**config.mk**
```make
export PLATFORM = sky130hd
export DESIGN_NAME = button_conditioner
export DESIGN_NICKNAME = d
export VERILOG_FILES = /design/src/rtl/button_conditioner_pkg.sv /design/src/rtl/button_conditioner_sync2.sv /design/src/rtl/button_conditioner.sv
export SDC_FILE = /design/constraint.sdc
export NUM_CORES = 1
export LEC_CHECK = 0
export ABC_AREA = 0
export CORE_UTILIZATION = 40
export CTS_BUF_LIST = sky130_fd_sc_hd__clkbuf_4 sky130_fd_sc_hd__clkbuf_8 sky130_fd_sc_hd__clkbuf_16
export DETAILED_ROUTE_END_ITERATION = 6
export PLACE_DENSITY = 0.68
export SYNTH_ARGS = -nofsm -noshare
export SYNTH_HDL_FRONTEND = slang
export SYNTH_HIERARCHICAL = 1
export SYNTH_SLANG_ARGS = --single-unit
```
**constraint.sdc**
```tcl
create_clock -name CLK -period 2 [get_ports CLK]
set_clock_uncertainty 0.05 [all_clocks]
set_input_delay 0.2 -clock CLK [delete_from_list [all_inputs] [get_ports CLK]]
set_output_delay 0.2 -clock CLK [all_outputs]
set_load 0.02 [all_outputs]
```
**src/rtl/button_conditioner_pkg.sv**
```systemverilog
// button_conditioner_pkg: symbol encoding, FSM state type and debounce default
package button_conditioner_pkg;

    localparam int unsigned DEB_CYCLES_DEF = 4;

    localparam logic [1:0] SYM_B0 = 2'b00;
    localparam logic [1:0] SYM_B1 = 2'b01;
    localparam logic [1:0] SYM_B2 = 2'b10;
    localparam logic [1:0] SYM_B3 = 2'b11;

    typedef enum logic [1:0] {IDLE, QUAL_P, HELD, QUAL_R} state_t;

    function automatic logic is_onehot(input logic [3:0] v);
        return (v != 4'd0) && ((v & (v - 4'd1)) == 4'd0);
    endfunction

    function automatic logic [1:0] encode(input logic [3:0] v);
        return v[3] ? SYM_B3 : v[2] ? SYM_B2 : v[1] ? SYM_B1 : SYM_B0;
    endfunction

endpackage

```
**src/rtl/button_conditioner_sync2.sv**
```systemverilog
// sync2: two-flop synchronizer for one asynchronous input
module sync2 (
    input  logic CLK,
    input  logic RESET_N,
    input  logic d,
    output logic q
);

    logic s1_q, s2_q;

    // shift the raw level through two flops to settle metastability
    always_ff @(posedge CLK or negedge RESET_N) begin
        if (!RESET_N) begin
            s1_q <= 1'b0;
            s2_q <= 1'b0;
        end else begin
            s1_q <= d;
            s2_q <= s1_q;
        end
    end

    assign q = s2_q;

endmodule

```
**src/rtl/button_conditioner.sv**
```systemverilog
// button_conditioner: debounces four buttons and emits one encoded symbol per accepted press.
// Macro BUTTON_DEBOUNCE_EN enables the DEB_CYCLES qualification; without it presses are taken on first sight.
module button_conditioner
    import button_conditioner_pkg::*;
#(
    parameter int unsigned DEB_CYCLES = DEB_CYCLES_DEF
) (
    input  logic       CLK,
    input  logic       RESET_N,
    input  logic       b3,
    input  logic       b2,
    input  logic       b1,
    input  logic       b0,
    output logic [1:0] sym,
    output logic       sym_valid,
    output logic       multi_err,
    output logic       busy
);

    logic [3:0] b_raw;
    logic [3:0] bs;

    assign b_raw = {b3, b2, b1, b0};

    for (genvar i = 0; i < 4; i++) begin : g_sync
        sync2 u_sync (
            .CLK    (CLK),
            .RESET_N(RESET_N),
            .d      (b_raw[i]),
            .q      (bs[i])
        );
    end

    state_t     state_q, state_d;
    logic [3:0] cand_q, cand_d;
    logic [1:0] sym_q, sym_d;
    logic       sym_valid_q, sym_valid_d;
    logic       multi_err_q, multi_err_d;
    logic       busy_q;
    logic       fire;
    logic [3:0] fire_v;

`ifdef BUTTON_DEBOUNCE_EN
    localparam logic [7:0] DEB = 8'(DEB_CYCLES);

    logic [7:0] cnt_q, cnt_d;
    logic [7:0] cnt_inc;

    // the capture sample counts as the first stable clock, so the counter tracks the extra ones
    assign cnt_inc = (cnt_q == DEB) ? cnt_q : cnt_q + 8'd1;
`endif

    // next-state, candidate capture and accept decision
    always_comb begin
        state_d     = state_q;
        cand_d      = cand_q;
        sym_d       = sym_q;
        sym_valid_d = 1'b0;
        multi_err_d = 1'b0;
        fire        = 1'b0;
        fire_v      = cand_q;
`ifdef BUTTON_DEBOUNCE_EN
        cnt_d       = cnt_q;
        case (state_q)
            IDLE: if (bs != 4'd0) begin
                cand_d = bs;
                cnt_d  = 8'd0;
                if (DEB_CYCLES == 1) begin
                    fire   = 1'b1;
                    fire_v = bs;
                end else begin
                    state_d = QUAL_P;
                end
            end
            QUAL_P: if (bs == 4'd0) begin
                state_d = IDLE;
            end else if (bs != cand_q) begin
                cand_d = bs;
                cnt_d  = 8'd0;
            end else if (cnt_inc == DEB - 8'd1) begin
                fire = 1'b1;
            end else begin
                cnt_d = cnt_inc;
            end
            HELD: if (bs == 4'd0) begin
                cnt_d   = 8'd0;
                state_d = (DEB_CYCLES == 1) ? IDLE : QUAL_R;
            end
            QUAL_R: if (bs != 4'd0) begin
                state_d = HELD;
                cnt_d   = 8'd0;
            end else if (cnt_inc == DEB - 8'd1) begin
                state_d = IDLE;
            end else begin
                cnt_d = cnt_inc;
            end
            default: state_d = IDLE;
        endcase
`else
        case (state_q)
            IDLE: if (bs != 4'd0) begin
                cand_d = bs;
                fire   = 1'b1;
                fire_v = bs;
            end
            HELD: if (bs == 4'd0) state_d = IDLE;
            default: state_d = IDLE;
        endcase
`endif
        if (fire) begin
            state_d     = HELD;
            sym_valid_d = is_onehot(fire_v);
            multi_err_d = !is_onehot(fire_v);
            sym_d       = is_onehot(fire_v) ? encode(fire_v) : sym_q;
        end
    end

    // state and registered outputs, all cleared asynchronously
    always_ff @(posedge CLK or negedge RESET_N) begin
        if (!RESET_N) begin
            state_q     <= IDLE;
            cand_q      <= 4'd0;
            sym_q       <= SYM_B0;
            sym_valid_q <= 1'b0;
            multi_err_q <= 1'b0;
            busy_q      <= 1'b0;
`ifdef BUTTON_DEBOUNCE_EN
            cnt_q       <= 8'd0;
`endif
        end else begin
            state_q     <= state_d;
            cand_q      <= cand_d;
            sym_q       <= sym_d;
            sym_valid_q <= sym_valid_d;
            multi_err_q <= multi_err_d;
            busy_q      <= (state_d != IDLE);
`ifdef BUTTON_DEBOUNCE_EN
            cnt_q       <= cnt_d;
`endif
        end
    end

    assign sym       = sym_q;
    assign sym_valid = sym_valid_q;
    assign multi_err = multi_err_q;
    assign busy      = busy_q;

endmodule

```
# Yosys cells after proc, flatten, opt, wreduce, memory -nomap -nowiden
# Index checks and enable logic that the tools add are counted.
# W data, S select, Z words.
# word_totals
regBits,19
output_inout_bits,5
# op_classes
add_sub_neg,1
n_eq_ne,1
mux,12
n_bitwise,1
reduce_logical,9
# op_table
operator,count
$logic_not A4 Y1,2
$mux W2,4
$mux W4,2
$reduce_bool A4 Y1,2
$mux W1,5
$and A4 B4 Y4,1
$pmux W2 S2,1
$sub A4 B1 Y4 const B,1
$eq A2 B2 Y1 const B,1
$logic_not A2 Y1,1
$reduce_and A2 Y1,1
$reduce_bool A2 Y1,1
$logic_and A1 B1 Y1,1
$logic_not A1 Y1,1

# Depth between registers and ports, before layout
# logic_depth
word_depth,9
ltp_mapped,7
ltp_nobuf,5

# Modules after synthesis
# The synthesis kept the hierarchy.
# modules_own_cells
module,n_inst,cells_each,area_each_um2
button_conditioner,1,63,610.6
sync2,4,2,50.0

# Worst setup path before layout
# No wires, ideal clock.
# synth_path
path_type,flip-flop to flip-flop
startpoint,reg state_q[0]
endpoint,reg sym_valid_q (netlist: sym_valid)
setup_time_ns,0.119
arrival_time_ns,1.435
required_ns,1.831
setup_slack_ns,0.396
stages_incl_launch_ff,7
path_cell_list,dfrtp_1 -> or2_0 -> buf_6 -> a211o_4 -> o211ai_1 -> o211ai_1 -> nor2b_1
# synth_between
elab_chain_len,7
elab_cells_between_ends,9
classes_between,add/sub: 1; mux: 3; bitwise: 1; reduce/logical: 4
# synth_lines
element,line_no,rtl
start: declaration,button_conditioner.sv:34,"state_t state_q, state_d;"
start signal: assignment,button_conditioner.sv:131,state_q <= state_d;
$logic_not A2 Y1 *,button_conditioner.sv:100,case (state_q)
$mux W4,button_conditioner.sv:100,
$sub A4 B1 Y4,button_conditioner_pkg.sv:14,return (v != 4'd0) && ((v & (v - 4'd1)) == 4'd0);
$and A4 B4 Y4,button_conditioner_pkg.sv:14,
$logic_not A4 Y1,button_conditioner_pkg.sv:14,
$logic_and A1 B1 Y1,button_conditioner_pkg.sv:14,
$mux W1 *,button_conditioner.sv:110,if (fire) begin
named net sym_valid_d,button_conditioner.sv:37,"logic sym_valid_q, sym_valid_d;"
end signal: assignment,button_conditioner.sv:134,sym_valid_q <= sym_valid_d;
end: declaration,button_conditioner.sv:37,
# The timed path passes the listed nets; every way through them passes the cells marked *.
# A chain may end at the register's enable or synchronous reset.

# Final worst setup path
# Same ends and word-level chain as after synthesis.

==> flow_metrics.tcl <==
set metrics [dict create \
    status "completed" \
    min_period_ps 1840 \
    leakage_nw 0.391 \
    crit_required_ps 2160 \
    cts_tree "done" \
    die_y_microns 47.0 \
    syn_nets 77 \
    timing.final.crit_share 0.921 \
    std_cell_rows 15 \
    avgRoutedWirePerCell_microns 13.9 \
    overflow 0 \
    min_path_type "primary input to asynchronous set/reset pin" \
    layout-area-overhead-vs-synth_pct 18.4 \
    postCtsHoldBufs 0 \
    clock-root-buffer "clkbuf_4" \
    netlist_instances 71 \
    drt_wl_total_mm 1.49 \
    remaining_drc_errors 0 \
    rsz0062_at_grt "false" \
    path_max_fanout 10 \
    slew_violations 0 \
    arrival_ps 2000 \
    ys_types 32 \
    die-width_microns 47.0 \
    ys_seq_area_frac 0.586 \
    yosysTopAreaCell "dfrtp_1" \
    p_per_area_nw_per_um2 830 \
    startpoint_type "register" \
    netlist_top_cells_area "dfrtp_1, nor2_1, a21oi_1, buf_2, a211o_4" \
    yosysWarnings 6 \
    grt_start_max_net_pins 20 \
    final_common_cell "dfrtp_1" \
    synth_top_cell_area_share 0.586 \
    clock_sinks 19 \
    track_usage 0.163 \
    slew_headroom 0.613 \
    switching_share 0.290 \
    clk_transition_reported_paths_ps 120 \
    dr.pass1.iters 4 \
    power.internal_mw 0.566 \
    synth.cell_area_sq_um 811 \
    seqPwrFrac 0.558 \
    num_vias 577 \
    ctsResizeCount 0 \
    power_mw 0.796 \
    final_nets 89 \
    path_class "register to register" \
    comb_power_share 0.185 \
    drive_gt1_frac 0.134 \
    clock_tree.buffer_depth 2 \
    vias_per_cell 5.39 \
    io_buffers 10 \
    fp.coreArea_sq_um 1820 \
    cts-htree-levels 1 \
    vdd_drop_max_v 0.000705 \
    syn_avg_cell_area_sq_um 11.4 \
    hold_violations 0 \
    ios 11 \
    insertion_delay_ps 300 \
    cts_setup_buffers 0 \
    grt_first_pass_wirelength_mm 2.44 \
    initial_core_util 0.445 \
    grt_antenna_before_repair 0 \
    gp_congestion 0.788 \
    power_switching_mw 0.231 \
    setup_viol 0 \
    antennaDiodeCount 0 \
    stdcell_area_sq_um 960 \
    worst_pin_slew_ps 580 \
    holdWs_ps 155 \
    setup_tns_ps 0 \
    utilization 0.527 \
    dieArea_sq_um 2210 \
    drv_cap 0 \
    grt_pass1_vias 564 \
    final_cell_mix "dfrtp_1, clkdlybuf4s50_1, nor2_1, nand2_1, a21oi_1" \
    placed_area_sq_um 930 \
    crit_path_end_kind "register" \
    ys_ff_latch 19 \
    power.share.clock 0.257 \
    first_iter_violations 14 \
    fmax_mhz 543 \
    ant_nets 0 \
    cts_made_buffers 3 \
]
power by group through the flow:
stage                     registers (mW)  clock network, mW  logic [mW]
final                              0.444              0.204       0.148
after CTS                          0.444              0.211       0.149
after global routing               0.448              0.228       0.160
after detailed placement           0.452                  0       0.148
after floorplan                    0.449                  0      0.0963
after global placement             0.450                  0       0.143
synth_stat cells, drive strengths merged:
| master | n |
|---|---|
| o211ai | 2 |
| inv | 1 |
| and3 | 1 |
| o41ai | 1 |
| dfrtp | 19 |
| buf | 5 |
| a211oi | 1 |
| o22ai | 1 |
| nor2b | 1 |
| a211o | 1 |
| a22o | 2 |
| clkbuf | 1 |
| nor3b | 1 |
| nor3 | 1 |
| nand2 | 4 |
| nor4b | 1 |
| o31ai | 2 |
| nand3b | 1 |
| o2bb2a | 1 |
| xnor2 | 1 |
| o2111ai | 1 |
| conb | 1 |
| a21oi | 4 |
| o22a | 1 |
| o32ai | 1 |
| o21ai | 4 |
| o21a | 1 |
| or2 | 1 |
| nor2 | 7 |
| nand3 | 2 |
layer usage:
metal	track usage	vias up	wire length, microns
met5	0	-	0
met4	0.0514	0	15
met3	0.0692	2	59
met2	0.281	15	713
met1	0.184	285	700
li1	-	275	-
area by class of cell:
class	count	area [sq um]
timing repair buffer	13	123
multi-input combinational	45	297
sequential	19	475
fill	172	861
clock inverter	1	7.51
inverter	1	3.75
tap	25	31.3
clock buffer	3	22.5
logic make-up after synthesis:
group	share of synthesized area
simple gates	0.136
other cells	0.00463
xor+xnor	0.0108
buf+inv	0.0478
flops	0.586
compound gates	0.215
path summary, 6_finish.rpt:
check | startpoint | endpoint | slack (ps) | depth (start not counted)
setup / recovery | state_q[0] | sym_valid | 160 | 5
hold / removal | RESET_N | cand_q[3] | 150 | 2
setup reg to reg | state_q[0] | sym_valid | 160 | 5
hold reg to reg | g_sync[2].u_sync/s1_q | g_sync[2].u_sync/q | 310 | 0
max in group asynchronous | RESET_N | g_sync[3].u_sync/q | 1540 | 2
min in group CLK | b0 | g_sync[0].u_sync/s1_q | 280 | 1
worst max-delay path, cell delays in order, from the launching register on:
cell and delay [ps]:
dfrtp_1 430, or2_0 410, o22a_2 330, o21ai_0 270, o211ai_1 120, nor2b_1 140
flip-flops by register name (all words and copies together) (netlist names):
register            cells
state_q                 2
multi_err               1
cand_q                  4
sym_valid               1
busy                    1
g_sync.u_sync/s1_q      4
g_sync.u_sync/q         4
sym                     2
through the flow:
stage | cells | worst slack, ps
after global placement | 103 | 265
final | 107 | 158
after detailed placement | 103 | 184
after floorplan | 71 | 396
after CTS | 107 | 167
after global routing | 107 | 80.8
Note: power is estimated with default switching activity, not from simulation.
